==> src/rtl/decoder_nx_seq_pkg.sv <==
// Shared definitions for the N-to-2^N sequencing decoder.
// The mode encoding is used by both the RTL and the testbench.
package decoder_pkg;

  typedef enum logic [1:0] {
    MODE_DIRECT    = 2'b00,
    MODE_SCAN_UP   = 2'b01,
    MODE_SCAN_DOWN = 2'b10,
    MODE_HOLD      = 2'b11
  } mode_e;

endpackage

==> src/rtl/decoder_nx_seq_if.sv <==
// Control/select bundle for decoder_nx_seq.
//   en, mode, sel_valid, sel             : driven by the controller (master)
//   sel_ready, dec_out, cur_sel,
//   out_valid, wrap                      : driven by the decoder (slave)
interface decoder_nx_seq_if #(
  parameter int unsigned SEL_W = 3
);
  localparam int unsigned OUT_W = 2 ** SEL_W;

  logic             en;
  logic [1:0]       mode;
  logic             sel_valid;
  logic [SEL_W-1:0] sel;
  logic             sel_ready;
  logic [OUT_W-1:0] dec_out;
  logic [SEL_W-1:0] cur_sel;
  logic             out_valid;
  logic             wrap;

  modport master (
    output en, mode, sel_valid, sel,
    input  sel_ready, dec_out, cur_sel, out_valid, wrap
  );

  modport slave (
    input  en, mode, sel_valid, sel,
    output sel_ready, dec_out, cur_sel, out_valid, wrap
  );

endinterface

==> src/rtl/decoder_nx_seq_prescaler.sv <==
// Scan-step prescaler: counts 0..SCAN_DIV-1 while cnt_en is high and
// produces a terminal-count pulse (tc) on the cycle whose edge takes a step.
//   clk, rst_n : clock, async active-low reset
//   clr        : treat the count as zero this cycle (first cycle of a mode)
//   cnt_en     : advance the count this cycle
//   tc         : combinational terminal-count pulse
module decoder_prescaler #(
  parameter int unsigned SCAN_DIV = 4
) (
  input  logic clk,
  input  logic rst_n,
  input  logic clr,
  input  logic cnt_en,
  output logic tc
);
  localparam int unsigned    PW     = $clog2(SCAN_DIV) + 1;
  localparam logic [PW-1:0]  TC_VAL = PW'(SCAN_DIV - 1);

  logic [PW-1:0] cnt_q;
  logic [PW-1:0] cnt_d;
  logic [PW-1:0] eff;

  // The clear takes effect within the same cycle, so the first cycle of a
  // new mode already counts as step 0 and a full period is SCAN_DIV edges.
  always_comb begin
    eff   = clr ? '0 : cnt_q;
    tc    = cnt_en && (eff == TC_VAL);
    cnt_d = cnt_q;
    if (cnt_en)   cnt_d = tc ? '0 : eff + PW'(1);
    else if (clr) cnt_d = '0;
  end

  always_ff @(posedge clk or negedge rst_n) begin
    if (!rst_n) cnt_q <= '0;
    else        cnt_q <= cnt_d;
  end

endmodule

==> src/rtl/decoder_nx_seq.sv <==
// Registered N-to-2^N one-hot (or one-cold) decoder with enable,
// valid/ready load handshake and prescaled up/down scan modes.
//   clk   : rising-edge clock
//   rst_n : async active-low reset
//   bus   : decoder_nx_seq_if slave (en, mode, sel_valid, sel in;
//           sel_ready, dec_out, cur_sel, out_valid, wrap out)
module decoder_nx_seq
  import decoder_pkg::*;
#(
  parameter int unsigned SEL_W      = 3,
  parameter int unsigned SCAN_DIV   = 4,
  parameter bit          ACTIVE_LOW = 1'b0
) (
  input  logic              clk,
  input  logic              rst_n,
  decoder_nx_seq_if.slave   bus
);
  localparam int unsigned      OUT_W = 2 ** SEL_W;
  localparam logic [OUT_W-1:0] POL   = ACTIVE_LOW ? '1 : '0;
  localparam logic [SEL_W-1:0] MAX_SEL = '1;

  mode_e            mode_q, mode_d, mode_in;
  logic [SEL_W-1:0] cur_sel_q, sel_d;
  logic             valid_q, valid_d;
  logic             loaded_q, loaded_d;
  logic             wrap_q, wrap_d;
  logic [OUT_W-1:0] dec_q, dec_d;
  logic             mode_chg, presc_clr, presc_en, tc;

  decoder_prescaler #(.SCAN_DIV(SCAN_DIV)) u_prescaler (
    .clk    (clk),
    .rst_n  (rst_n),
    .clr    (presc_clr),
    .cnt_en (presc_en),
    .tc     (tc)
  );

  always_ff @(posedge clk or negedge rst_n) begin
    if (!rst_n) begin
      mode_q    <= MODE_DIRECT;
      cur_sel_q <= '0;
      valid_q   <= 1'b0;
      loaded_q  <= 1'b0;
      wrap_q    <= 1'b0;
      dec_q     <= POL;
    end else begin
      mode_q    <= mode_d;
      cur_sel_q <= sel_d;
      valid_q   <= valid_d;
      loaded_q  <= loaded_d;
      wrap_q    <= wrap_d;
      dec_q     <= dec_d;
    end
  end

  // mode_q remembers the last mode seen while enabled, so a mode change made
  // during en=0 is still treated as a change once the block is re-enabled.
  // loaded_q records that a selection exists, letting HOLD re-assert
  // out_valid after an en=0 period cleared it.
  always_comb begin
    mode_in   = mode_e'(bus.mode);
    mode_chg  = (mode_in != mode_q);
    mode_d    = bus.en ? mode_in : mode_q;
    presc_clr = bus.en && (mode_chg || mode_in == MODE_DIRECT);
    presc_en  = bus.en && (mode_in == MODE_SCAN_UP || mode_in == MODE_SCAN_DOWN);
    sel_d     = cur_sel_q;
    valid_d   = valid_q;
    loaded_d  = loaded_q;
    wrap_d    = 1'b0;

    if (!bus.en) begin
      valid_d = 1'b0;
    end else begin
      unique case (mode_in)
        MODE_DIRECT: begin
          if (bus.sel_valid) begin
            sel_d    = bus.sel;
            valid_d  = 1'b1;
            loaded_d = 1'b1;
          end
        end
        MODE_SCAN_UP: begin
          if (tc) begin
            sel_d    = cur_sel_q + SEL_W'(1);
            valid_d  = 1'b1;
            loaded_d = 1'b1;
            wrap_d   = (cur_sel_q == MAX_SEL);
          end
        end
        MODE_SCAN_DOWN: begin
          if (tc) begin
            sel_d    = cur_sel_q - SEL_W'(1);
            valid_d  = 1'b1;
            loaded_d = 1'b1;
            wrap_d   = (cur_sel_q == '0);
          end
        end
        MODE_HOLD: begin
          valid_d = loaded_q;
        end
        default: ;
      endcase
    end

    dec_d = (valid_d ? (OUT_W'(1) << sel_d) : '0) ^ POL;
  end

  assign bus.sel_ready = bus.en && (mode_in == MODE_DIRECT);
  assign bus.dec_out   = dec_q;
  assign bus.cur_sel   = cur_sel_q;
  assign bus.out_valid = valid_q;
  assign bus.wrap      = wrap_q;

endmodule

==> src/flat_wrapper.sv <==
// flat-port wrapper written by rule: the top's interface ports become plain ports
module decoder_nx_seq_flat import decoder_pkg::*;
#(
  parameter int unsigned SEL_W      = 3,
  parameter int unsigned SCAN_DIV   = 4,
  parameter bit          ACTIVE_LOW = 1'b0
)
  (clk, rst_n, bus_en, bus_mode, bus_sel_valid, bus_sel, bus_sel_ready, bus_dec_out, bus_cur_sel, bus_out_valid, bus_wrap);
  decoder_nx_seq_if #(.SEL_W(SEL_W)) bus_i ();
  input  logic clk;
  input  logic rst_n;
  input wire logic [$bits(bus_i.en)-1:0] bus_en;
  input wire logic [$bits(bus_i.mode)-1:0] bus_mode;
  input wire logic [$bits(bus_i.sel_valid)-1:0] bus_sel_valid;
  input wire logic [$bits(bus_i.sel)-1:0] bus_sel;
  output wire logic [$bits(bus_i.sel_ready)-1:0] bus_sel_ready;
  output wire logic [$bits(bus_i.dec_out)-1:0] bus_dec_out;
  output wire logic [$bits(bus_i.cur_sel)-1:0] bus_cur_sel;
  output wire logic [$bits(bus_i.out_valid)-1:0] bus_out_valid;
  output wire logic [$bits(bus_i.wrap)-1:0] bus_wrap;
  assign bus_i.en = bus_en;
  assign bus_i.mode = bus_mode;
  assign bus_i.sel_valid = bus_sel_valid;
  assign bus_i.sel = bus_sel;
  assign bus_sel_ready = bus_i.sel_ready;
  assign bus_dec_out = bus_i.dec_out;
  assign bus_cur_sel = bus_i.cur_sel;
  assign bus_out_valid = bus_i.out_valid;
  assign bus_wrap = bus_i.wrap;
  decoder_nx_seq #(.SEL_W(SEL_W), .SCAN_DIV(SCAN_DIV), .ACTIVE_LOW(ACTIVE_LOW)) u_core (.clk(clk), .rst_n(rst_n), .bus(bus_i));
endmodule
==> config.mk <==
export PLATFORM = sky130hd
export DESIGN_NAME = decoder_nx_seq_flat
export DESIGN_NICKNAME = d
export VERILOG_FILES = /design/src/rtl/decoder_nx_seq_pkg.sv /design/src/rtl/decoder_nx_seq_if.sv /design/src/rtl/decoder_nx_seq_prescaler.sv /design/src/rtl/decoder_nx_seq.sv /design/src/flat_wrapper.sv
export SDC_FILE = /design/constraint.sdc
export NUM_CORES = 1
export LEC_CHECK = 0
export CAP_MARGIN = 20
export CORE_MARGIN = 1
export CORE_UTILIZATION = 45
export DETAILED_ROUTE_END_ITERATION = 16
export PLACE_DENSITY = 0.74
export SKIP_CTS_REPAIR_TIMING = 1
export SYNTH_ARGS = -nofsm -noshare
export SYNTH_HDL_FRONTEND = slang
export SYNTH_SLANG_ARGS = --single-unit
==> constraint.sdc <==
create_clock -name clk -period 2.45 [get_ports clk]
set_clock_uncertainty 0.15 [all_clocks]
set_input_delay 0.245 -clock clk [delete_from_list [all_inputs] [get_ports clk]]
set_output_delay 0.245 -clock clk [all_outputs]
set_load 0.005 [all_outputs]
Word-level counts from Yosys, hierarchy flattened
Index checks and enable logic that the tools add are counted.
- bits in registers: 19
- bits in latches: 0
- memory bits (writable): 0
- memory bits (read-only): 0
- input bits: 9
- output and inout port bits: 14
- logic and storage cells: 50
- memories kept: 0
- add/subtract/negate cells: 3
- $mul: 0
- div/mod/pow operators: 0
- $lt $le $gt $ge: 0
- equal/unequal tests: 8
- shift-type cells: 1
- multiplexer cells: 20
- bitwise gates (word level): 0
- reductions and logical operators: 11
- operators with widths (kind ; count):
    2-to-1 mux 3 bit ; 7
    case mux 3 bit (3 select lines) ; 1
    2-to-1 mux 1 bit ; 8
    2-to-1 mux 8 bit ; 1
    left shift 1 x 3 -> 8 bit, first input constant ; 1
    adder 3 x 1 -> 3 bit, second input constant ; 2
    == test 2 bit, second input constant ; 2
    logical AND 1 bit ; 4
    case mux 1 bit (2 select lines) ; 2
    AND reduction 4 bit ; 1
    == test 3 x 2 -> 1 bit, second input constant ; 1
    == test 3 bit, second input constant ; 1
    zero test 3 bit ; 1
    case mux 1 bit (3 select lines) ; 1
    subtractor 3 x 1 -> 3 bit, second input constant ; 1
    == test 2 x 1 -> 1 bit, second input constant ; 1
    zero test 2 bit ; 1
    logical OR 1 bit ; 2
    inequality test 2 x 1 -> 1 bit, second input constant ; 1
    inequality test 2 bit ; 1
    inequality test 2 bit, second input constant ; 1
    nonzero test 2 bit ; 1
    OR reduction 2 bit ; 1

Longest topological paths before layout
Gate-level depths: netlist of run 1.
- word-level depth: 11
- gate-level depth with buffers: 11
- mapped depth without buffers: 11

Modules after synthesis
From an unflattened synthesis of run 1, not the netlist that was laid out.
- cell total of the unflattened synthesis: 92
- area total of the unflattened synthesis: 1056.0 um2
- modules (own cells, without submodules) (module ; instances ; cells an instance ; area an instance (um2) ; seq. area each (um2)):
    decoder_nx_seq ; 1 ; 78 ; 895.9 ; 400.4
    decoder_prescaler ; 1 ; 14 ; 160.2 ; 75.1

Worst setup path after synthesis of run 1
No wires, ideal clock.
- path type: register -> register
- start point: register u_core.mode_q[1]
- end point: register u_core.dec_q[1] (netlist: u_core.bus.dec_out[1])
- library setup time: 87 ps
- arrival time: 2130 ps
- data required time: 2213 ps
- setup slack: 83 ps
- stages on the path, launching flop included: 11
- path buffers: 0
- period minus slack after synthesis: 2367 ps
- path through: dfrtp_1 -> xor2_2 -> o31ai_1 -> and2_1 -> ha_1 -> nand3_1 -> nor2b_1 -> o31ai_1 -> and3_4 -> inv_2 -> nor3_1
- cells in the longest elaborated chain, start to end: 11
- elaborated cells between the ends (all ways): 15
- classes of those cells: eq/ne (2); shift (1); mux (9); reduce/logical (3)
- RTL lines (what ; RTL line ; source):
    start, declared ; decoder_nx_seq.sv:22 ; mode_e mode_q, mode_d, mode_in;
    start signal, assigned ; decoder_nx_seq.sv:47 ; mode_q <= mode_d;
    inequality test 2 bit (*) ; decoder_nx_seq.sv:62 ; mode_chg = (mode_in != mode_q);
    logical OR 1 bit (*) ; decoder_nx_seq.sv:64 ; presc_clr = bus.en && (mode_chg || mode_in == MODE_DIRECT);
    logical AND 1 bit (*) ; decoder_nx_seq.sv:64 ;
    2-to-1 mux 3 bit (*) ; - ;
    == test 3 x 2 -> 1 bit (*) ; decoder_nx_seq_prescaler.sv:27 ; tc = cnt_en && (eff == TC_VAL);
    logical AND 1 bit (*) ; decoder_nx_seq_prescaler.sv:27 ;
    2-to-1 mux 3 bit (on tied branches) ; decoder_nx_seq.sv:91, decoder_nx_seq.sv:83 ;
    case mux 3 bit (3 select lines) (*) ; decoder_nx_seq.sv:74 ; unique case (mode_in)
    2-to-1 mux 3 bit (*) ; decoder_nx_seq.sv:71 ; if (!bus.en) begin
    net u_core.sel_d[2] ; decoder_nx_seq.sv:23 ; logic [SEL_W-1:0] cur_sel_q, sel_d;
    left shift 1 x 3 -> 8 bit (*) ; decoder_nx_seq.sv:105 ; dec_d = (valid_d ? (OUT_W'(1) << sel_d) : '0) ^ POL;
    2-to-1 mux 8 bit (*) ; decoder_nx_seq.sv:105 ;
    net u_core.dec_d[1] ; decoder_nx_seq.sv:27 ; logic [OUT_W-1:0] dec_q, dec_d;
    end signal, assigned ; decoder_nx_seq.sv:45 ; dec_q <= POL;
    end signal, assigned ; decoder_nx_seq.sv:52 ; dec_q <= dec_d;
    end, declared ; decoder_nx_seq.sv:27 ;
The timed path passes the listed nets; every way through them passes the cells marked *.
A chain may end at the register's enable or synchronous reset.

Worst setup path in the final report of run 1
- start point: register u_core.mode_q[0]
- end point: register u_core.dec_q[0] (netlist: u_core.bus.dec_out[0])
The elaborated chain is that of the path after synthesis.

==> summary.md, run 1 <==
| Metric | Value |
|---|---|
| Arr. time, crit path | `2470 ps` |
| Mux contribution to synthesized area | `0.0289` |
| Post-layout util | `0.740` |
| Post-Syn Area | `0.00113 mm^2` |
| # nets final | `roughly 170` |
| 1st-pass router iterations | `4` |
| P_int | `603 uW` |
| Global-route usage over all layers | `0.198` |
| Fin crit share | `0.982` |
| Unique masters post-synth | `41` |
| Clk root buf | `clkbuf_4` |
| Switching power total | `between 300 and 400 uW` |
| Dpl cells | `173` |
| Drc violations | `0` |
| R2R Path Start | `u_core.mode_q[0]` |
| Final Hold Fails | `0` |
| Max incr delay on CP | `around 420 ps` |
| Rows | `17` |
| R2R Setup Slk | `40 ps` |
| CP max stage cell | `dfrtp_1` |
| Syn avg cell area | `10.9 um^2` |
| Largest area contributor in the netlist | `dfrtp_1` |
| Switching share of total power | `0.338` |
| Clock tree buffer depth | `2` |
| First-pass GRT wire length | `3.80 mm` |
| Worst slew margin | `0.695` |
| Combinational share of power | `0.403` |
| Clk_lat worst skew | `around 300 ps` |
| Initial Utilization | `0.495` |
| Critical path depth | `9` |
| Compound-Gate Fraction of Synth Area | `0.154` |
| Register area share after synthesis | `0.422` |
| Top-area cell type share of the netlist area | `0.422` |
| Slew Viols, Final | `0` |
| Peak VDD IR | `roughly 0.45 mV` |
| Routability cong. | `0.726` |
| Synthesis-stage register bit count | `19` |
| Vias | `956` |
| Synth area leaders | `dfrtp_1 (42%), ha_1 (10%), nor3_2 (3.6%)` |
| Final Non-Filler Cells | `180` |
| GRT met3 Usage | `0.0526` |
| Setup TNS | `0 ps` |
| EDFF count, synth | `0` |
| Crit Path Category | `reg -> reg` |
| GR peak layer | `met2` |
| Vias in the first global route | `911` |
| Worst path bufs/invs | `1` |
| Clock transition at the registers of the reported paths | `110 ps` |
| Chip height | `52.0 um` |
| Main synth FF type | `dfrtp_1` |
| DR WL/cell | `14.8 um` |
| Largest family of logic cells by synthesized area | `simple AND/OR/NAND/NOR gates` |
| Status | `complete, no violations` |
| Area growth, synth to finish | `49.6%` |
| Xor/xnor cell area share of the yosys netlist | `0.0367` |
| Achievable frequency | `416 MHz` |
| CP required | `between 2000 and 3000 ps` |
| IO Port Bufs | `22` |
| Worst Path Max Fanout | `5` |
| Power Density | `541 mW/mm^2` |
| Num CTS Buffers | `3` |
| Largest net degree at the start of global routing | `20` |
| Clock net sink count | `19` |
| Via density | `5.31` |
| Syn Nets | `between 100 and 150` |
| Worst Reg2Reg Path Length in Cells | `9` |
| Most common cell in the netlist | `dfrtp_1` |
| Top cells by count, synth | `dfrtp_1 (19), ha_1 (9), inv_1 (7)` |
| Core Area | `0.00228 mm^2` |
| Worst-margin pin slew | `454 ps` |
| Routing usage on met1 | `0.206` |
| Worst R2R End | `u_core.bus.dec_out[0]` |
| Die area | `0.00271 mm^2` |
| Family with the most delay on the worst path | `compound AO/OA/AOI/OAI gates` |
| Synth Instances | `103` |
| ANT nets after route | `0` |
| Synth Area in Simple Gates | `0.221` |
| Layout cells sized above 1 | `0.375` |
| Synth warn | `0` |
| Fillers | `157` |
| 1st-iter DRT viols | `11` |
| Critical path, cell by cell | `xor2_2, o31ai_4, and2_4, ha_4, o311a_2, o21ai_2, a211oi_4, inv_4, nor3_2` |
| Hold Crit Class | `in -> async` |
| Clock power share | `0.173` |
| Type of origin of the critical path | `flop` |
| Asr flop ratio synth | `1.00` |
| Leak Pwr | `0.761 nW` |
| Final WL | `between 2 and 3 mm` |
| Share of power burned in registers | `0.424` |
| Chip width | `between 50 and 60 um` |
| Gr ovfl total | `0` |
| # IOs | `23` |
| CP endpoint kind | `flop` |
| Htree depth | `1` |
| # diodes | `0` |
| Hpwl dp | `1.84 mm` |
| CTS tree | `built` |
| Minimum clock period | `2410 ps` |
| Initial antenna violation count | `0` |
| Met2 Usage GRT | `0.378` |
| Max Cap Viol | `0` |
| Endpoints failing setup | `0` |
| Total Power | `about 910 uW` |
| Share of synthesized cell area in full adder, half adder and majority cells | `0.100` |
| Post-route cell area | `0.00168 mm^2` |
| Placed Area | `~0.0015 mm^2` |
-- worst max-delay path by stage --
stage,from,to
floorplan,u_core.mode_q[1],u_core.bus.dec_out[1]
global placement,bus_mode[1],u_core.bus.dec_out[5]
detailed placement,bus_mode[0],u_core.bus.dec_out[1]
CTS,bus_mode[0],u_core.bus.dec_out[1]
global route,u_core.mode_q[0],u_core.bus.dec_out[3]
finish,u_core.mode_q[0],u_core.bus.dec_out[0]
-- cells in the final DEF (no fill, tap or decap), types with 3 or more instances in the layout --
cell type / netlist / routed
ha_1: 9 / 7
nand2_1: 4 / 4
inv_1: 7 / 7
clkbuf_4: 0 / 3
clkdlybuf4s50_1: 0 / 20
nand3_1: 3 / 3
o21ai_0: 4 / 3
buf_4: 0 / 24
dfrtp_1: 19 / 19
nor3_2: 4 / 6
nand2b_1: 6 / 6
-- cell type report --
type / count / area, um^2 / area share
timing repair buffer: 46 / 405 / 0.241
sequential: 19 / 475 / 0.282
multi-input combinational: 74 / 704 / 0.418
clock buffer: 3 / 22.5 / 0.0134
clock inverter: 1 / 5.00 / 0.00297
inverter: 9 / 36.3 / 0.0215
tap: 28 / 35.0 / 0.0208
-- flip-flops by register name, indices dropped and copies added, names as in the netlist --
signal,count
u_core.mode_q,2
u_core.bus.wrap,1
u_core.bus.cur_sel,3
u_core.bus.dec_out,8
u_core.loaded_q,1
u_core.u_prescaler.cnt_q,3
u_core.bus.out_valid,1
-- power by group through the flow --
stage	Clock (mW)	Sequential (mW)	Combinational [mW]
final	0.158	0.386	0.367
after global routing	0.188	0.390	0.401
after floorplan	0	0.382	0.164
after CTS	0.168	0.384	0.313
after detailed placement	0	0.389	0.312
after global placement	0	0.389	0.306
-- per-stage QoR --
step                      setup slack, ps  hold WS, ps
after floorplan                      83.2         -201
after global placement               -386          297
after detailed placement             -492          303
after CTS                            -176          152
after global routing                -80.0          136
final                                43.8          150
-- logic make-up after synthesis --
logic type / count (synthesis)
and+or+nand+nor: 38
AOI/OAI and AO/OA: 21
DFF: 19
buffers and inverters: 10
adders and majority gates: 9
xor gates and xnor gates: 3
muxes: 3
-- layer usage --
layer,wire length [um],share of wire,vias up
met5,0,0,-
met4,9,0.0034,0
met3,91,0.034,2
met2,1490,0.56,28
met1,1070,0.40,465
li1,-,-,461
No activity file was read; power rests on OpenSTA's default activity.
==> inputs of run 2 (changes only) <==
--- a/config.mk
+++ b/config.mk
@@ -8,6 +8,7 @@
 export CAP_MARGIN = 20
 export CORE_MARGIN = 1
 export CORE_UTILIZATION = 45
+export CTS_CLUSTER_SIZE = 40
 export DETAILED_ROUTE_END_ITERATION = 16
 export PLACE_DENSITY = 0.74
 export SKIP_CTS_REPAIR_TIMING = 1
==> constraint.sdc (replaced) <==
create_clock -name clk -period 2.45 [get_ports clk]
set_clock_uncertainty 0.15 [all_clocks]
set_input_delay 0.735 -clock clk [delete_from_list [all_inputs] [get_ports clk]]
set_output_delay 0.735 -clock clk [all_outputs]
set_load 0.005 [all_outputs]
==> run 2 against run 1 <==
The run now ends with negative setup slack left. Register-to-register slack lost 170 ps. Global-route usage grew 2.6 points. Combinational power grew 14%. Clock power is essentially flat. Worst setup slack lost 280 ps. Clock-buffer cell count is the same. Critical endpoint is now u_core.bus.dec_out[4]. Highest routed layer unchanged.
==> summary.md, run 2 (same netlist as run 1, synthesis figures left out) <==
| Metric | Value |
|---|---|
| Clock net sink count | `19 (unchanged)` |
| Leak Pwr | `0.827 nW (was 0.761 nW)` |
| First-pass GRT wire length | `4.37 mm (was 3.80 mm)` |
| R2R Path Start | `u_core.mode_q[1] (was u_core.mode_q[0])` |
| Achievable frequency | `373 MHz (was 416 MHz)` |
| Area growth, synth to finish | `61.0% (was 49.6%)` |
| Status | `finished with violations (was complete, no violations)` |
| CP endpoint kind | `flop (unchanged)` |
| Switching power total | `348 uW (was 307 uW)` |
| 1st-iter DRT viols | `27 (was 11)` |
| Largest net degree at the start of global routing | `20 (unchanged)` |
| Final Non-Filler Cells | `188 (was 180)` |
| Fillers | `124 (was 157)` |
| Initial Utilization | `0.495 (unchanged)` |
| IO Port Bufs | `22 (unchanged)` |
| Core Area | `0.00228 mm^2 (unchanged)` |
| Worst slew margin | `0.723 (was 0.695)` |
| Endpoints failing setup | `10 (was 0)` |
| Htree depth | `1 (unchanged)` |
| CTS tree | `built (unchanged)` |
| WHS Endpoint | `u_core.loaded_q` |
| Final WL | `3.46 mm (was 2.66 mm)` |
| WHS | `321 ps (was 150 ps)` |
| Commonest non-fill, non-tap cell in the layout | `buf_4 (unchanged)` |
| Power Density | `535 mW/mm^2 (was 541 mW/mm^2)` |
| Minimum clock period | `2680 ps (was 2410 ps)` |
| Vias in the first global route | `956 (was 911)` |
| Fin crit share | `1.09 (was 0.982)` |
| Arr. time, crit path | `2750 ps (was 2470 ps)` |
| 1st-pass router iterations | `4 (unchanged)` |
| Combinational share of power | `0.432 (was 0.403)` |
| Most frequent cells in the layout | `buf_4 (31), dfrtp_1 (19), clkdlybuf4s50_1 (18), ha_1 (7), nand2b_1 (6) (was buf_4 (24), clkdlybuf4s50_1 (20), dfrtp_1 (19), inv_1 (7), ha_1 (7))` |
| Worst R2R End | `u_core.bus.dec_out[4] (was u_core.bus.dec_out[0])` |
| Failing checks | `negative setup slack` |
| Post-layout util | `0.797 (was 0.740)` |
| Hold Crit Class | `reg -> reg (was in -> async)` |
| Worst Path Max Fanout | `5 (unchanged)` |
| Total Power | `970 uW (was 910 uW)` |
| Dpl cells | `177 (was 173)` |
| Initial antenna violation count | `0 (unchanged)` |
| Layout cells sized above 1 | `0.444 (was 0.375)` |
| Placed Area | `0.00163 mm^2 (was 0.00153 mm^2)` |
| Die area | `0.00271 mm^2 (unchanged)` |
| Hold path depth | `1` |
| Worst Reg2Reg Path Length in Cells | `9 (unchanged)` |
| Clock tree buffer depth | `2 (unchanged)` |
| Crit Path Category | `in -> reg (was reg -> reg)` |
| Num CTS Buffers | `3 (unchanged)` |
| Via density | `5.57 (was 5.31)` |
| Routability cong. | `0.809 (was 0.726)` |
| Chip width | `52.0 um (unchanged)` |
| Chip height | `52.0 um (unchanged)` |
| Drc violations | `0 (unchanged)` |
| Switching share of total power | `0.359 (was 0.338)` |
| Max Cap Viol | `0 (unchanged)` |
| Slew Viols, Final | `0 (unchanged)` |
| # diodes | `0 (unchanged)` |
| RSZ-0062 raised after global routing | `true` |
| Post-route cell area | `0.00181 mm^2 (was 0.00168 mm^2)` |
| DR WL/cell | `18.4 um (was 14.8 um)` |
| Share of power burned in registers | `0.402 (was 0.424)` |
| Max reg flops | `8 (unchanged)` |
| Global-route usage over all layers | `0.224 (was 0.198)` |
| Place WS | `-910 ps (was -492 ps)` |
| Clk_lat worst skew | `310 ps (was 300 ps)` |
| P_int | `622 uW (was 603 uW)` |
| Worst-margin pin slew | `415 ps (was 454 ps)` |
| # nets final | `179 (was 171)` |
| ANT nets after route | `0 (unchanged)` |
| Peak VDD IR | `0.548 mV (was 0.450 mV)` |
| # IOs | `23 (unchanged)` |
| Clk root buf | `clkbuf_4 (unchanged)` |
| Vias | `1048 (was 956)` |
| Type of origin of the critical path | `input port (was flop)` |
| R2R Setup Slk | `-130 ps (was 40 ps)` |
| Clock transition at the registers of the reported paths | `100 ps (was 110 ps)` |
| Final worst slack | `-232 ps (was 43.8 ps)` |
| Clock power share | `0.166 (was 0.173)` |
| Hpwl dp | `2.09 mm (was 1.84 mm)` |
| Setup TNS | `-1640 ps (was 0 ps)` |
| CP required | `2520 ps (about the same)` |
| Hold path startpoint | `u_core.loaded_q` |
| Gr ovfl total | `0 (unchanged)` |
| Final Hold Fails | `0 (unchanged)` |
| Rows | `17 (unchanged)` |
run 2: final cells by class:
| type | count | area [um^2] | area share |
|---|---|---|---|
| Clock buffer | 3 | 22.5 | 0.0124 |
| Clock inverter | 1 | 5.00 | 0.00276 |
| Inverter | 9 | 38.8 | 0.0214 |
| Multi-Input combinational cell | 74 | 761 | 0.420 |
| Sequential cell | 19 | 475 | 0.262 |
| Tap cell | 28 | 35.0 | 0.0193 |
| Timing Repair Buffer | 54 | 475 | 0.262 |
run 2: power groups by stage:
stage / Clock [mW] / Sequential, mW / Combinational, mW
after floorplan: 0 / 0.384 / 0.188
after global placement: 0 / 0.390 / 0.332
after detailed placement: 0 / 0.392 / 0.342
after CTS: 0.165 / 0.385 / 0.344
after global routing: 0.173 / 0.393 / 0.446
final: 0.161 / 0.390 / 0.419
run 2: worst max path at each step:
stage	start	to	slack (ps)	cells after the start
2_1_floorplan	bus_mode[0]	u_core.bus.dec_out[0]	-100	9
3_3_place_gp	bus_mode[0]	u_core.bus.dec_out[3]	-880	10
3_5_place_dp	bus_mode[1]	u_core.bus.dec_out[3]	-910	10
4_1_cts	bus_mode[1]	bus_sel_ready	-770	6
5_1_grt	bus_mode[0]	u_core.bus.dec_out[6]	-300	11
6_report	bus_mode[0]	u_core.bus.dec_out[4]	-230	11
run 2: worst max-delay path, stage by stage:
cell	delay, ps
buf_8	100
buf_6	120
xor2_4	150
o31ai_4	200
and2_4	210
ha_4	180
o311a_4	230
o21ai_4	80
a211oi_4	420
inv_4	110
nor3_2	190
run 2: metal layers:
metal,GRT usage,vias up,routed length (um)
met5,0,-,0
met4,0.0676,0,76
met3,0.0292,8,161
met2,0.359,38,1770
met1,0.313,524,1450
li1,-,478,-
